**src/rtl/clk_step_ctrl.sv**
```systemverilog
// Single-domain clock-enable scheduler: issues a one-cycle pipe_en pulse every
// 2^sel_q cycles and sequences the core through halt, free-run and single-step.
module clk_step_ctrl #(
  parameter int unsigned CNT_W   = 32,
  parameter int unsigned DEF_SEL = 24,
  parameter int unsigned SCNT_W  = 16
) (
  input  logic              clk,
  input  logic              rst,
  input  logic [1:0]        mode,
  input  logic [4:0]        div_sel,
  input  logic              cfg_load,
  input  logic              step_btn,
  input  logic              core_halt,
  output logic              pipe_en,
  output logic              led,
  output logic [1:0]        state,
  output logic [SCNT_W-1:0] pulse_cnt
);

  typedef enum logic [1:0] {
    ST_HALT      = 2'b00,
    ST_RUN       = 2'b01,
    ST_ARMED     = 2'b10,
    ST_CORE_HALT = 2'b11
  } state_t;

  typedef enum logic [1:0] {
    M_HALT     = 2'b00,
    M_RUN      = 2'b01,
    M_STEP     = 2'b10,
    M_ALT_HALT = 2'b11
  } mode_t;

  state_t           state_q, state_d;
  logic [4:0]       sel_q;
  logic [CNT_W-1:0] cnt;
  logic [CNT_W-1:0] period_m1;
  logic             step_q;
  logic             step_edge;
  logic             tick;
  logic             fire;
  logic             halt_mode;

  assign period_m1 = (CNT_W'(1) << sel_q) - CNT_W'(1);
  assign tick      = (cnt == period_m1);
  assign step_edge = step_btn & ~step_q;
  assign halt_mode = (mode == M_HALT) || (mode == M_ALT_HALT);

  // Priority order inside each state matters: core_halt beats mode, mode beats tick.
  always_comb begin
    state_d = state_q;
    fire    = 1'b0;
    case (state_q)
      ST_HALT: begin
        if (mode == M_RUN)
          state_d = ST_RUN;
        else if ((mode == M_STEP) && step_edge)
          state_d = ST_ARMED;
      end
      ST_RUN: begin
        if (core_halt)
          state_d = ST_CORE_HALT;
        else if (mode != M_RUN)
          state_d = ST_HALT;
        else if (tick)
          fire = 1'b1;
      end
      ST_ARMED: begin
        if (core_halt)
          state_d = ST_CORE_HALT;
        else if (halt_mode)
          state_d = ST_HALT;
        else if (mode == M_RUN)
          state_d = ST_RUN;
        else if (tick) begin
          fire    = 1'b1;
          state_d = ST_HALT;
        end
      end
      ST_CORE_HALT: begin
        if (halt_mode)
          state_d = ST_HALT;
      end
      default: state_d = ST_HALT;
    endcase
  end

  always_ff @(posedge clk) begin
    if (rst) begin
      state_q   <= ST_HALT;
      sel_q     <= 5'(DEF_SEL);
      cnt       <= '0;
      step_q    <= 1'b0;
      pipe_en   <= 1'b0;
      led       <= 1'b0;
      pulse_cnt <= '0;
    end else begin
      state_q <= state_d;
      step_q  <= step_btn;
      pipe_en <= fire;
      if (cfg_load)
        sel_q <= div_sel;
      if (cfg_load || (state_d != state_q) || tick)
        cnt <= '0;
      else if ((state_q == ST_RUN) || (state_q == ST_ARMED))
        cnt <= cnt + CNT_W'(1);
      if (fire) begin
        led       <= ~led;
        pulse_cnt <= pulse_cnt + SCNT_W'(1);
      end
    end
  end

  assign state = state_q;

endmodule

```
**config.mk**
```make
export PLATFORM = sky130hd
export DESIGN_NAME = clk_step_ctrl
export DESIGN_NICKNAME = d
export VERILOG_FILES = /design/src/rtl/clk_step_ctrl.sv
export SDC_FILE = /design/constraint.sdc
export NUM_CORES = 1
export LEC_CHECK = 0
export ABC_AREA = 1
export CORE_MARGIN = 1.5
export CORE_UTILIZATION = 55
export CTS_CLUSTER_SIZE = 14
export DETAILED_ROUTE_END_ITERATION = 10
export GPL_TIMING_DRIVEN = 0
export PLACE_DENSITY = 0.78
export SETUP_SLACK_MARGIN = 0.2
export SYNTH_ARGS = -nofsm -noshare
export SYNTH_HDL_FRONTEND = slang
export SYNTH_SLANG_ARGS = --single-unit
```
**constraint.sdc**
```tcl
create_clock -name clk -period 3.1 [get_ports clk]
set_input_delay 0.31 -clock clk [delete_from_list [all_inputs] [get_ports clk]]
set_output_delay 0.31 -clock clk [all_outputs]
set_load 0.02 [all_outputs]
```
==> results of run 1 <==
==> worst max-delay path, delay by kind of cell (launching register included) <==
family	cells	cell delay (ns)
XOR/XNOR	1	0.22
adder cells (fa/ha/maj)	1	0.34
buffers and inverters	3	0.36
flip-flops	1	0.40
AND/OR/NAND/NOR	8	2.07
==> cell usage after synthesis (2+ instances only) <==
master                     number  share of area
sky130_fd_sc_hd__nand2_1      204           0.16
sky130_fd_sc_hd__nor2_1       102          0.079
sky130_fd_sc_hd__inv_1        100          0.077
sky130_fd_sc_hd__nand3_1       75          0.077
sky130_fd_sc_hd__dfxtp_1       58           0.24
sky130_fd_sc_hd__xor2_1        40          0.072
sky130_fd_sc_hd__nor3_2        30          0.062
sky130_fd_sc_hd__o21ai_0       26          0.027
sky130_fd_sc_hd__nor3_1        22          0.023
sky130_fd_sc_hd__a21oi_1       17          0.018
sky130_fd_sc_hd__nand4_1       17          0.022
sky130_fd_sc_hd__nor2_2        11          0.014
sky130_fd_sc_hd__ha_1           9          0.023
sky130_fd_sc_hd__buf_4          7          0.011
sky130_fd_sc_hd__nand3_2        7          0.014
sky130_fd_sc_hd__inv_2          6         0.0046
sky130_fd_sc_hd__nand2_2        5         0.0064
sky130_fd_sc_hd__nand3b_1       5         0.0077
sky130_fd_sc_hd__nor4_1         5         0.0064
sky130_fd_sc_hd__xnor2_1        5         0.0090
sky130_fd_sc_hd__buf_2          4         0.0041
sky130_fd_sc_hd__nor2_4         4         0.0093
sky130_fd_sc_hd__buf_6          3         0.0070
sky130_fd_sc_hd__o21bai_1       2         0.0031
==> per-stage QoR <==
| stage | hold WS (ns) | setup WS [ns] | util | instances | TNS, ns |
|---|---|---|---|---|---|
| finish | 0.447 | -0.385 | 0.746 | 973 | -12.49 |
| global route | 0.427 | -0.611 | 0.746 | 973 | -20.46 |
| CTS | 0.402 | -0.105 | 0.714 | 963 | -2.98 |
| detailed placement | 0.451 | -0.693 | 0.615 | 919 | -27.71 |
| global placement | 0.441 | -0.631 | 0.615 | 919 | -25.50 |
| floorplan | 0.410 | 0.203 | - | 781 | 0 |
==> worst min path at each step <==
stage,endpoint,cells past startpoint
2_1_floorplan,sel_q[4]$_SDFFE_PP1P_,1
5_1_grt,state[1]$_SDFF_PP0_,2
4_1_cts,state[0]$_SDFF_PP0_,2
6_report,state[1]$_SDFF_PP0_,2
3_5_place_dp,led$_SDFFE_PP0P_,1
3_3_place_gp,led$_SDFFE_PP0P_,1
==> layer usage <==
layer  vias to the layer above  part of all wire  track usage
met5                         -                 0            0
li1                       2659                 -            -
met4                         0             0.053        0.171
met2                       281              0.47        0.585
met1                      2648              0.39        0.475
met3                        79             0.081       0.0592
==> cell usage in the layout, fill, tap and decap left out, types with 9 or more instances in the layout <==
cell,instances
sky130_fd_sc_hd__nand3_2,10
sky130_fd_sc_hd__nor2_2,11
sky130_fd_sc_hd__nor3_4,9
sky130_fd_sc_hd__xor2_1,39
sky130_fd_sc_hd__buf_4,21
sky130_fd_sc_hd__dfxtp_1,53
sky130_fd_sc_hd__nor3_1,17
sky130_fd_sc_hd__nand3_1,67
sky130_fd_sc_hd__a21oi_1,14
sky130_fd_sc_hd__nor2_4,15
sky130_fd_sc_hd__buf_6,15
sky130_fd_sc_hd__nor2_1,91
sky130_fd_sc_hd__inv_1,100
sky130_fd_sc_hd__nand2_1,190
sky130_fd_sc_hd__nand4_1,17
sky130_fd_sc_hd__nor3_2,26
sky130_fd_sc_hd__nand2_2,17
sky130_fd_sc_hd__clkbuf_8,9
sky130_fd_sc_hd__o21ai_0,20
sky130_fd_sc_hd__clkdlybuf4s50_1,30
sky130_fd_sc_hd__buf_12,10
==> layout make-up <==
cell class / instances / area, µm²
Buffer: 16 / 214
Multi-Input combinational cell: 598 / 3540
Clock inverter: 7 / 93.8
Clock buffer: 9 / 124
Timing Repair Buffer: 68 / 747
Tap cell: 108 / 135
Sequential cell: 58 / 1170
Fill cell: 633 / 2200
Inverter: 109 / 419
==> timing repair <==
action | in CTS | in global routing
gates cloned | 2 | 1
endpoints found under the hold margin | 0 | 0
endpoints found under the setup margin | 52 | 52
pin swaps | 28 | 12
resized for setup | 85 | 41
buffers inserted | 26 | 9
==> power breakdown <==
| group | internal, W | total (W) | switching (W) |
|---|---|---|---|
| registers | 0.000764 | 0.000794 | 0.0000296 |
| clock network | 0.000451 | 0.000796 | 0.000345 |
| logic | 0.000707 | 0.00154 | 0.000836 |
| total | 0.00192 | 0.00313 | 0.00121 |
==> cells by family (layout without fill, tap and decap cells) <==
| kind of cell | count (synthesis) | count (layout) | share of synthesized area |
|---|---|---|---|
| compound gates | 51 | 51 | 0.0565 |
| xor+xnor | 45 | 45 | 0.0812 |
| mux | 1 | 1 | 0.00206 |
| buf+inv | 125 | 209 | 0.109 |
| flops | 58 | 58 | 0.239 |
| simple gates | 492 | 492 | 0.489 |
| fa+ha+maj | 9 | 9 | 0.0232 |
==> sequential cells by signal, summed over array words and instances, names as in the netlist <==
register	count
cnt	32
pulse_cnt	16
sel_q	5
state	2
led	1
pipe_en	1
step_q	1
==> qor.yml, run 1 <==
worst_reg_to_reg_path_cell_count: 13
num_antenna_cells: 0
die_w_um: 96.9
arrival_ns: 3.75
worst_ir_drop_vdd_mv: 0.465
clock_root_buffer_master: "sky130_fd_sc_hd__clkbuf_8"
minimum_clock_period_ns: 3.48
cp-endpoint: "cnt[31]$_SDFFE_PP0P_"
crit-reg2reg-launch: "state[0]$_SDFF_PP0_"
cts_tree: "built"
hold_path_startpoint: "rst"
detailed_place_hpwl_mm: 12.0
rr_endpoint: "cnt[31]$_SDFFE_PP0P_"
cap_violations: 0
final_net_count: 881
finalPower_w: 0.00313
postSynth.topFlopCell: "sky130_fd_sc_hd__dfxtp_1"
cp_slowest_cell: "sky130_fd_sc_hd__nor3_1"
post_synth_num_cell_types: 41
final_design_area_no_fill_um2: 6440
power_leakage_nw: 2.73
synth-edff-count: 0
worst_slack_ns: -0.385
required_arrival_time_at_the_worst_endpoint_ns: 3.36
post_drt_via_cell_ratio: 5.82
port_buffers: 30
crit_path_start_kind: "flip-flop"
synth_warnings: 0
core_area_um2: 8640
violations: "negative setup slack"
timing_hold_violations_final: 0
rrSetupSlack_ns: -0.38
detail_route.wirelength_mm: 17.8
grt_antenna_before_repair: 0
maximum_number_of_pins_on_one_net_before_global_route_repair: 12
drt.antenna.violating_nets: 0
ys_ff_latch: 58
post_synth_inst_count: 781
overflow_left_after_global_routing: 0
post_dp_cell_area_um2: 5310
cellPowerDensity_nw_per_um2: 486
crit_path_max_incr_delay_ns: 0.44
finalWeightedCongestion: 0.982
async_reset_ff_frac: 0
clk-insertion-delay-late_ns: 0.34
grt_pass1_wl_mm: 27.2
critical_path.startpoint: "state[0]$_SDFF_PP0_"
critical_path.max_fanout: 6
timing_worst_slew_pin_value_ns: 1.26
area_enclosed_by_the_die_boundary_um2: 9390
finalCritPeriodShare: 1.12
final_layout_size_suffix_gt1_frac: 0.222
wire_per_inst_um: 18.3
fp.dieH_um: 96.9
clock-sinks: 58
grt_pass1_vias: 5353
crit_end_element: "flip-flop"
route.detailed.drc: 0
cts_clock_pin_slew_for_the_worst_setup_and_hold_paths_ns: 0.08
boundaryPins: 32
detail_route.first_pass.iterations: 8
worst_hold_path_type: "in -> reg"
crit_top_cell: "sky130_fd_sc_hd__inv_1"
detail_route.iter0.violations: 474
placementRows: 34
post_synth_instance_area_um2: 4850
unrepaired_setup_endpoints_after_global_routing: "true"
area.growth.synth_to_final_pct: 32.8
maxSlewHeadroom: 0.152
postCtsHoldBufs: 0
max_freq_mhz: 287
clock_tree.htree_level_count: 3
type_of_the_setup_path_with_the_least_slack: "reg -> reg"
finalSetupViolCount: 47
initial_utilization: 0.562
synth.yosys.seq_area_share: 0.239
final_max_slew_viol_count: 0
grt_util_all_layers: 0.363
routed-via-count: 5667
finalClockSkew_ns: 0.00933
cp_cell_sequence: "inv_1, ha_4, nand2_1, nor2_1, inv_1, nor3_1, nand4_1, nor4_4, nand4_1, nor3_1, xor2_1, inv_1, nor3_4"
cts_buffer_depth: 2
synthesis.area_per_instance_um2: 6.21
status: "complete, but fails checks"
postSynthNetCount: 802
tritoncts.num_buffers: 9
No activity file was read; power rests on OpenSTA's default activity.
==> run 2, diff against run 1 <==
Settings changed: CORE_UTILIZATION 55 to 40, HOLD_SLACK_MARGIN set to 0.12, PLACE_DENSITY 0.78 to unset.
==> run 2 against run 1 <==
  * Fmax is 7.5% higher
  * Total power is 4.5% higher
  * Combinational power hardly changed
  * Via count is 5.3% lower
  * The run still ends with negative setup slack left
  * Register-to-register slack better by 0.24 ns
  * Sequential power is 0.8% higher
  * Cell area is 2.9% higher
  * Die area is 36% higher
  * Count of clock-buffer cells in the layout is 2 higher
==> qor.yml, run 2 (synthesized netlist as in run 1, its figures left out) <==
status: "complete, but fails checks"
violations: "negative setup slack"
finalWeightedCongestion: 0.982  # about the same
drt.antenna.violating_nets: 0  # unchanged
cellPowerDensity_nw_per_um2: 494  # +1.5%
clock_tree.htree_level_count: 3  # unchanged
mostFrequentLayoutCells: "sky130_fd_sc_hd__nand2_1, sky130_fd_sc_hd__inv_1, sky130_fd_sc_hd__nor2_1"
placementRows: 40  # +18%
overflow_left_after_global_routing: 0  # unchanged
power_frac_clock: 0.284  # +0.030
routed-via-count: 5366  # -5.3%
clk-insertion-delay-late_ns: 0.35  # about the same
critical_path.max_fanout: 5  # -1
area.growth.synth_to_final_pct: 36.6
wire_per_inst_um: 15.7  # -14%
route.detailed.drc: 0  # unchanged
post_drt_via_cell_ratio: 5.25  # -9.9%
type_of_the_setup_path_with_the_least_slack: "reg -> reg"
top_register: "cnt"
cts_tree: "built"
tritoncts.num_buffers: 9  # unchanged
boundaryPins: 32  # unchanged
maxSlewHeadroom: 0.428  # +0.276
cts_clock_pin_slew_for_the_worst_setup_and_hold_paths_ns: 0.05  # -0.03 ns
num_antenna_cells: 0  # unchanged
worst_ir_drop_vdd_mv: 0.317  # -32%
final_max_slew_viol_count: 0  # unchanged
final_design_area_no_fill_um2: 6630  # +2.9%
detail_route.iter0.violations: 349  # -26%
crit_path_start_kind: "flip-flop"
port_buffers: 30  # unchanged
crit_end_element: "flip-flop"
die_w_um: 113  # +17%
worst_slack_ns: -0.142  # +0.243 ns
rrSetupSlack_ns: -0.14  # +0.24 ns
maximum_number_of_pins_on_one_net_before_global_route_repair: 11  # -1
core_area_um2: 11900  # +38%
final.fill_count: 1120  # +77%
final_layout_size_suffix_gt1_frac: 0.239  # +0.0166
detail_route.first_pass.iterations: 5  # -3
post_dp_cell_area_um2: 5360  # +0.92%
share_comb_of_total_power: 0.472  # -0.021
postCtsHoldBufs: 0  # unchanged
finalClockSkew_ns: 0.00566  # -0.00367 ns
clock-sinks: 58  # unchanged
timing_worst_slew_pin_value_ns: 0.851  # -0.410 ns
worst_hold_path_type: "in -> reg"
sw_frac_of_total: 0.379  # -0.00760
cts_buffer_depth: 2  # unchanged
grt_pass1_wl_mm: 25.4  # -6.5%
arrival_ns: 3.52  # -0.23 ns
grt_pass1_vias: 5090  # -4.9%
proportion_of_power_drawn_by_flip_flops_and_latches: 0.245  # -0.008
hold-worst-slack_ns: 0.373  # -0.0745 ns
detailed_place_hpwl_mm: 11.6  # -3.7%
mostFrequentLayoutCell: "sky130_fd_sc_hd__nand2_1"
detail_route.wirelength_mm: 16.1  # -9.4%
grt_antenna_before_repair: 0  # unchanged
finalCritPeriodShare: 1.05  # -0.0784
fp.dieH_um: 113  # +17%
unrepaired_setup_endpoints_after_global_routing: "true"
timing_hold_violations_final: 0  # unchanged
initial_utilization: 0.407  # -0.154
clock_root_buffer_master: "sky130_fd_sc_hd__clkbuf_16"
power_report.internal_total_w: 0.00203  # +5.8%
minimum_clock_period_ns: 3.24  # -0.243 ns
cap_violations: 0  # unchanged
required_arrival_time_at_the_worst_endpoint_ns: 3.37  # about the same
grt_util_all_layers: 0.254  # -0.109
final_net_count: 892  # +1.2%
largest_register_ffs: 32  # unchanged
biggestRegsByFlops: "cnt (32), pulse_cnt (16), sel_q (5)"
power_leakage_nw: 2.83  # +3.5%
max_freq_mhz: 308  # +7.5%
finalSetupViolCount: 45  # -4.3%
area_enclosed_by_the_die_boundary_um2: 12800  # +36%
power.switching_w: 0.00124  # +2.4%
==> run 2: cell count changes in the layout (fill, tap and decap cells not counted), moves of 6 or more <==
cell	delta
sky130_fd_sc_hd__buf_4	+6
sky130_fd_sc_hd__nand2_2	-7
sky130_fd_sc_hd__clkbuf_8	-8
sky130_fd_sc_hd__nor3_2	+7
sky130_fd_sc_hd__clkbuf_16	+8
sky130_fd_sc_hd__buf_6	+10
==> run 2: routing by layer <==
metal	track usage	vias to the layer above	share of wire
li1	-	2676	-
met1	0.339	2464	0.44
met2	0.395	189	0.45
met3	0.0466	37	0.065
met4	0.124	0	0.036
met5	0	-	0
==> run 2: through the flow <==
stage          utilization  total power (W)  worst slack, ns  instances  setup TNS [ns]
6_report             0.556          0.00327           -0.142       1023           -3.69
5_1_grt              0.556          0.00341           -0.308       1023          -11.35
3_3_place_gp         0.450          0.00165           -0.650        958          -24.04
4_1_cts              0.530          0.00312           -0.111       1009           -2.81
3_5_place_dp         0.450          0.00166           -0.667        958          -25.04
2_1_floorplan            -          0.00141            0.203        781               0
==> run 2: worst paths after layout <==
check / start / endpoint / cells past startpoint
worst max-delay path: sel_q[4]$_SDFFE_PP1P_ / cnt[4]$_SDFFE_PP0P_ / 26
worst min-delay path: rst / step_q$_SDFF_PP0_ / 2
worst max register to register: sel_q[4]$_SDFFE_PP1P_ / cnt[4]$_SDFFE_PP0P_ / 26
worst min register to register: led$_SDFFE_PP0P_ / led$_SDFFE_PP0P_ / 1
==> run 2: worst max-delay path, cell delays in order, from the launching register on <==
cell and delay, ns:
sky130_fd_sc_hd__dfxtp_2 0.31, sky130_fd_sc_hd__buf_6 0.12, sky130_fd_sc_hd__nor2_4 0.09, sky130_fd_sc_hd__buf_6 0.13
sky130_fd_sc_hd__nand3_4 0.08, sky130_fd_sc_hd__ha_4 0.25, sky130_fd_sc_hd__xnor2_2 0.13, sky130_fd_sc_hd__nor2_1 0.13
sky130_fd_sc_hd__nand2_1 0.08, sky130_fd_sc_hd__nor2_1 0.09, sky130_fd_sc_hd__nand2_1 0.08, sky130_fd_sc_hd__nor2_1 0.09
sky130_fd_sc_hd__nand2_1 0.07, sky130_fd_sc_hd__nor2_1 0.12, sky130_fd_sc_hd__nand2_1 0.10, sky130_fd_sc_hd__nor2_4 0.13
sky130_fd_sc_hd__nand3_2 0.10, sky130_fd_sc_hd__o21bai_1 0.14, sky130_fd_sc_hd__nand2_1 0.07, sky130_fd_sc_hd__nand2_1 0.08
sky130_fd_sc_hd__nand2_2 0.08, sky130_fd_sc_hd__nand3_2 0.09, sky130_fd_sc_hd__nand3_4 0.11, sky130_fd_sc_hd__buf_6 0.16
sky130_fd_sc_hd__buf_12 0.12, sky130_fd_sc_hd__buf_16 0.13, sky130_fd_sc_hd__nor3_2 0.10
==> run 2: final cells by class <==
type / instances / area (µm²) / share of cell area
Buffer: 16 / 214 / 0.0323
Clock buffer: 11 / 243 / 0.0366
Clock inverter: 5 / 30.0 / 0.00453
Inverter: 109 / 423 / 0.0638
Multi-Input combinational cell: 598 / 3540 / 0.534
Sequential cell: 58 / 1170 / 0.177
Tap cell: 147 / 184 / 0.0278
Timing Repair Buffer: 79 / 817 / 0.123
==> run 2: what timing repair did <==
action                                  4_1_cts  5_1_grt
gates resized for setup                      86       58
gates cloned                                  3        0
setup buffers                                32       14
pin swaps                                    22       24
endpoints found under the setup margin       52       52
==> run 2: power by group through the flow <==
stage                     registers [W]  clock network [W]  logic (W)
after floorplan                0.000811                  0   0.000601
after global placement         0.000807                  0   0.000843
after detailed placement       0.000806                  0   0.000853
after CTS                      0.000794           0.000943    0.00139
after global routing           0.000803           0.000983    0.00163
final                          0.000800           0.000929    0.00154
==> run 3, diff against run 2 <==
Settings changed: CORE_ASPECT_RATIO set to 1.75, CTS_CLUSTER_SIZE 14 to unset.
Clock period 3.1 ns to 2.91 ns, I/O delays scaled along.
==> run 3 against run 2 <==
  * The run still ends with negative setup slack left
  * Sequential share of layout area down 0.22 points
  * Worst setup slack worse by 0.13 ns
  * Critical endpoint is now cnt[31]$_SDFFE_PP0P_
  * Sequential power up 6.4%
  * Flip-flop and latch count unchanged
  * Hold slack better by 0.095 ns
  * Critical path type unchanged
  * Critical path depth down 3
  * Routed wire length up 7.2%
  * First-iteration DRC count down 26%
==> qor.yml, run 3 (synthesized netlist as in run 1, its figures left out) <==
status: "complete, but fails checks"
violations: "negative setup slack"
grt_pass1_wl_mm: 27.2  # +7.2%
maxSlewHeadroom: 0.381  # -0.0465
crit-reg2reg-launch: "sel_q[2]$_SDFFE_PP0P_"
tritoncts.num_buffers: 9  # unchanged
post_dp_cell_area_um2: 5450  # +1.7%
mostFrequentLayoutCells: "sky130_fd_sc_hd__nand2_1, sky130_fd_sc_hd__inv_1, sky130_fd_sc_hd__nor2_1"
wire_per_inst_um: 17.0  # +8.2%
maximum_number_of_pins_on_one_net_before_global_route_repair: 12  # +1
cts_buffer_depth: 2  # unchanged
final_layout_size_suffix_gt1_frac: 0.255  # +0.0168
post_drt_via_cell_ratio: 5.37  # +2.4%
mostFrequentLayoutCell: "sky130_fd_sc_hd__nand2_1"
finalSetupViolCount: 49  # +8.9%
final_max_slew_viol_count: 0  # unchanged
cap_violations: 0  # unchanged
cellPowerDensity_nw_per_um2: 531  # +7.5%
detail_route.wirelength_mm: 17.3  # +7.2%
route.detailed.drc: 0  # unchanged
fp.dieH_um: 149  # +31%
max_freq_mhz: 314  # +1.9%
port_buffers: 30  # unchanged
type_of_the_setup_path_with_the_least_slack: "reg -> reg"
worst_ir_drop_vdd_mv: 0.381  # +20%
final.fill_count: 1126  # +0.54%
dp_cells: 948  # -1.0%
power_leakage_nw: 2.85  # +0.73%
clock_tree.htree_level_count: 3  # unchanged
final_core_util: 0.564  # +0.00711
minimum_clock_period_ns: 3.18  # -0.0612 ns
num_antenna_cells: 0  # unchanged
finalWeightedCongestion: 0.992  # +1.0%
grt_util_all_layers: 0.280  # +0.0257
timing_worst_slew_pin_value_ns: 0.920  # +0.0691 ns
boundaryPins: 32  # unchanged
worst_hold_path_type: "reg -> reg"
cts_tree: "built"
worst_reg_to_reg_path_cell_count: 23  # -12%
routed-via-count: 5448  # +1.5%
grt_pass1_vias: 5532  # +8.7%
arrival_ns: 3.44  # -0.08 ns
detailed_place_hpwl_mm: 12.8  # +10%
crit_path_start_kind: "flip-flop"
grt_antenna_before_repair: 0  # unchanged
hold_path_startpoint: "led$_SDFFE_PP0P_"
clock-sinks: 58  # unchanged
cts_clock_pin_slew_for_the_worst_setup_and_hold_paths_ns: 0.06  # about the same
hold-path-cell-count: 1  # -1
initial_utilization: 0.406  # -0.000854
biggestRegsByFlops: "cnt (32), pulse_cnt (16), sel_q (5)"
core_area_um2: 11900  # +0.21%
area_enclosed_by_the_die_boundary_um2: 12800  # +0.20%
finalCritPeriodShare: 1.09  # +0.0473
detail_route.iter0.violations: 260  # -26%
rrSetupSlack_ns: -0.27  # -0.13 ns
worst_slack_ns: -0.271  # -0.129 ns
clk-insertion-delay-late_ns: 0.33  # -0.02 ns
timing_hold_violations_final: 0  # unchanged
critical_path.startpoint: "sel_q[2]$_SDFFE_PP0P_"
crit_end_element: "flip-flop"
clock_root_buffer_master: "sky130_fd_sc_hd__clkbuf_16"
rr_endpoint: "cnt[31]$_SDFFE_PP0P_"
finalClockSkew_ns: 0.00918  # +0.00352 ns
die_w_um: 86.2  # -24%
top_register: "cnt"
final_net_count: 893  # +0.11%
layoutNonFillerInstCount: 1014  # -0.88%
placementRows: 53  # +33%
overflow_left_after_global_routing: 0  # unchanged
whs_endpoint: "led$_SDFFE_PP0P_"
critical_path.max_fanout: 7  # +2
area.growth.synth_to_final_pct: 38.7
unrepaired_setup_endpoints_after_global_routing: "true"
largest_register_ffs: 32  # unchanged
drt.antenna.violating_nets: 0  # unchanged
required_arrival_time_at_the_worst_endpoint_ns: 3.17  # -0.20 ns
final_design_area_no_fill_um2: 6730  # +1.5%
detail_route.first_pass.iterations: 5  # unchanged
-- run 3: cell types whose count changed in the layout (fill, tap and decap cells not counted), sizes merged --
cell,change
buf,+2
inv,+2
bufbuf,-1
clkbuf,-1
clkinv,-1
-- run 3: worst max-delay path: stages, from the launching register on --
cell and delay, ns:
sky130_fd_sc_hd__dfxtp_1 0.32, sky130_fd_sc_hd__buf_6 0.13, sky130_fd_sc_hd__inv_4 0.05, sky130_fd_sc_hd__buf_8 0.13, sky130_fd_sc_hd__nand3_4 0.09, sky130_fd_sc_hd__ha_4 0.16, sky130_fd_sc_hd__nand2_2 0.08, sky130_fd_sc_hd__nor2_4 0.21
sky130_fd_sc_hd__nand3_4 0.12, sky130_fd_sc_hd__nor2_4 0.22, sky130_fd_sc_hd__nand3_1 0.12, sky130_fd_sc_hd__nand3_2 0.10, sky130_fd_sc_hd__nand2_1 0.07, sky130_fd_sc_hd__nor2_2 0.12, sky130_fd_sc_hd__nand3_2 0.14, sky130_fd_sc_hd__o21ai_1 0.15
sky130_fd_sc_hd__nand2_1 0.07, sky130_fd_sc_hd__nand2_1 0.08, sky130_fd_sc_hd__nand2_2 0.07, sky130_fd_sc_hd__nand3_2 0.11, sky130_fd_sc_hd__nand2_8 0.11, sky130_fd_sc_hd__buf_12 0.15, sky130_fd_sc_hd__buf_16 0.13, sky130_fd_sc_hd__nor3_4 0.14
-- run 3: report_power, final --
group,switching (W),internal [W]
logic,0.000918,0.000808
registers,0.0000324,0.000818
clock network,0.000395,0.000598
total,0.00135,0.00222
-- run 3: cell type report --
class	count	area, µm²	share of cell area
well taps	137	171	0.0255
flip-flops and latches	58	1180	0.175
clock buffers	10	239	0.0355
repair buffers	80	872	0.130
plain buffers	16	223	0.0331
multi-input cells	598	3580	0.533
inverters	109	419	0.0623
clock inverters	6	41.3	0.00614
-- run 3: layer usage --
layer  vias up  share of wire  GRT usage
li1       2672              -          -
met1      2553           0.36      0.266
met2       161           0.55      0.526
met3        62          0.028     0.0355
met4         0          0.068      0.216
met5         -              0          0
-- run 3: how the worst max path moves through the flow --
stage	end	slack (ns)	cells after the start
2_1_floorplan	cnt[28]$_SDFFE_PP0P_	0.16	15
3_3_place_gp	pulse_cnt[14]$_SDFFE_PP0P_	-0.56	24
3_5_place_dp	pulse_cnt[14]$_SDFFE_PP0P_	-0.57	23
4_1_cts	pulse_cnt[15]$_SDFFE_PP0P_	-0.35	23
5_1_grt	pulse_cnt[13]$_SDFFE_PP0P_	-0.48	21
6_report	cnt[31]$_SDFFE_PP0P_	-0.27	23
-- run 3: timing repair --
| action | CTS | global route |
|---|---|---|
| pin swaps | 32 | 23 |
| gates resized for setup | 78 | 55 |
| setup buffers | 33 | 12 |
| gates cloned | 5 | 0 |
| endpoints found under the hold margin | 0 | 0 |
| hold buffers | 0 | 0 |
| endpoints found under the setup margin | 52 | 52 |
-- run 3: stage by stage --
stage	hold slack [ns]	power, W	setup slack (ns)	setup TNS (ns)
floorplan	0.391	0.00156	0.159	0
global placement	0.443	0.00182	-0.560	-20.61
detailed placement	0.454	0.00183	-0.574	-22.53
CTS	0.467	0.00349	-0.351	-10.86
global route	0.501	0.00372	-0.482	-18.37
finish	0.467	0.00357	-0.271	-10.31
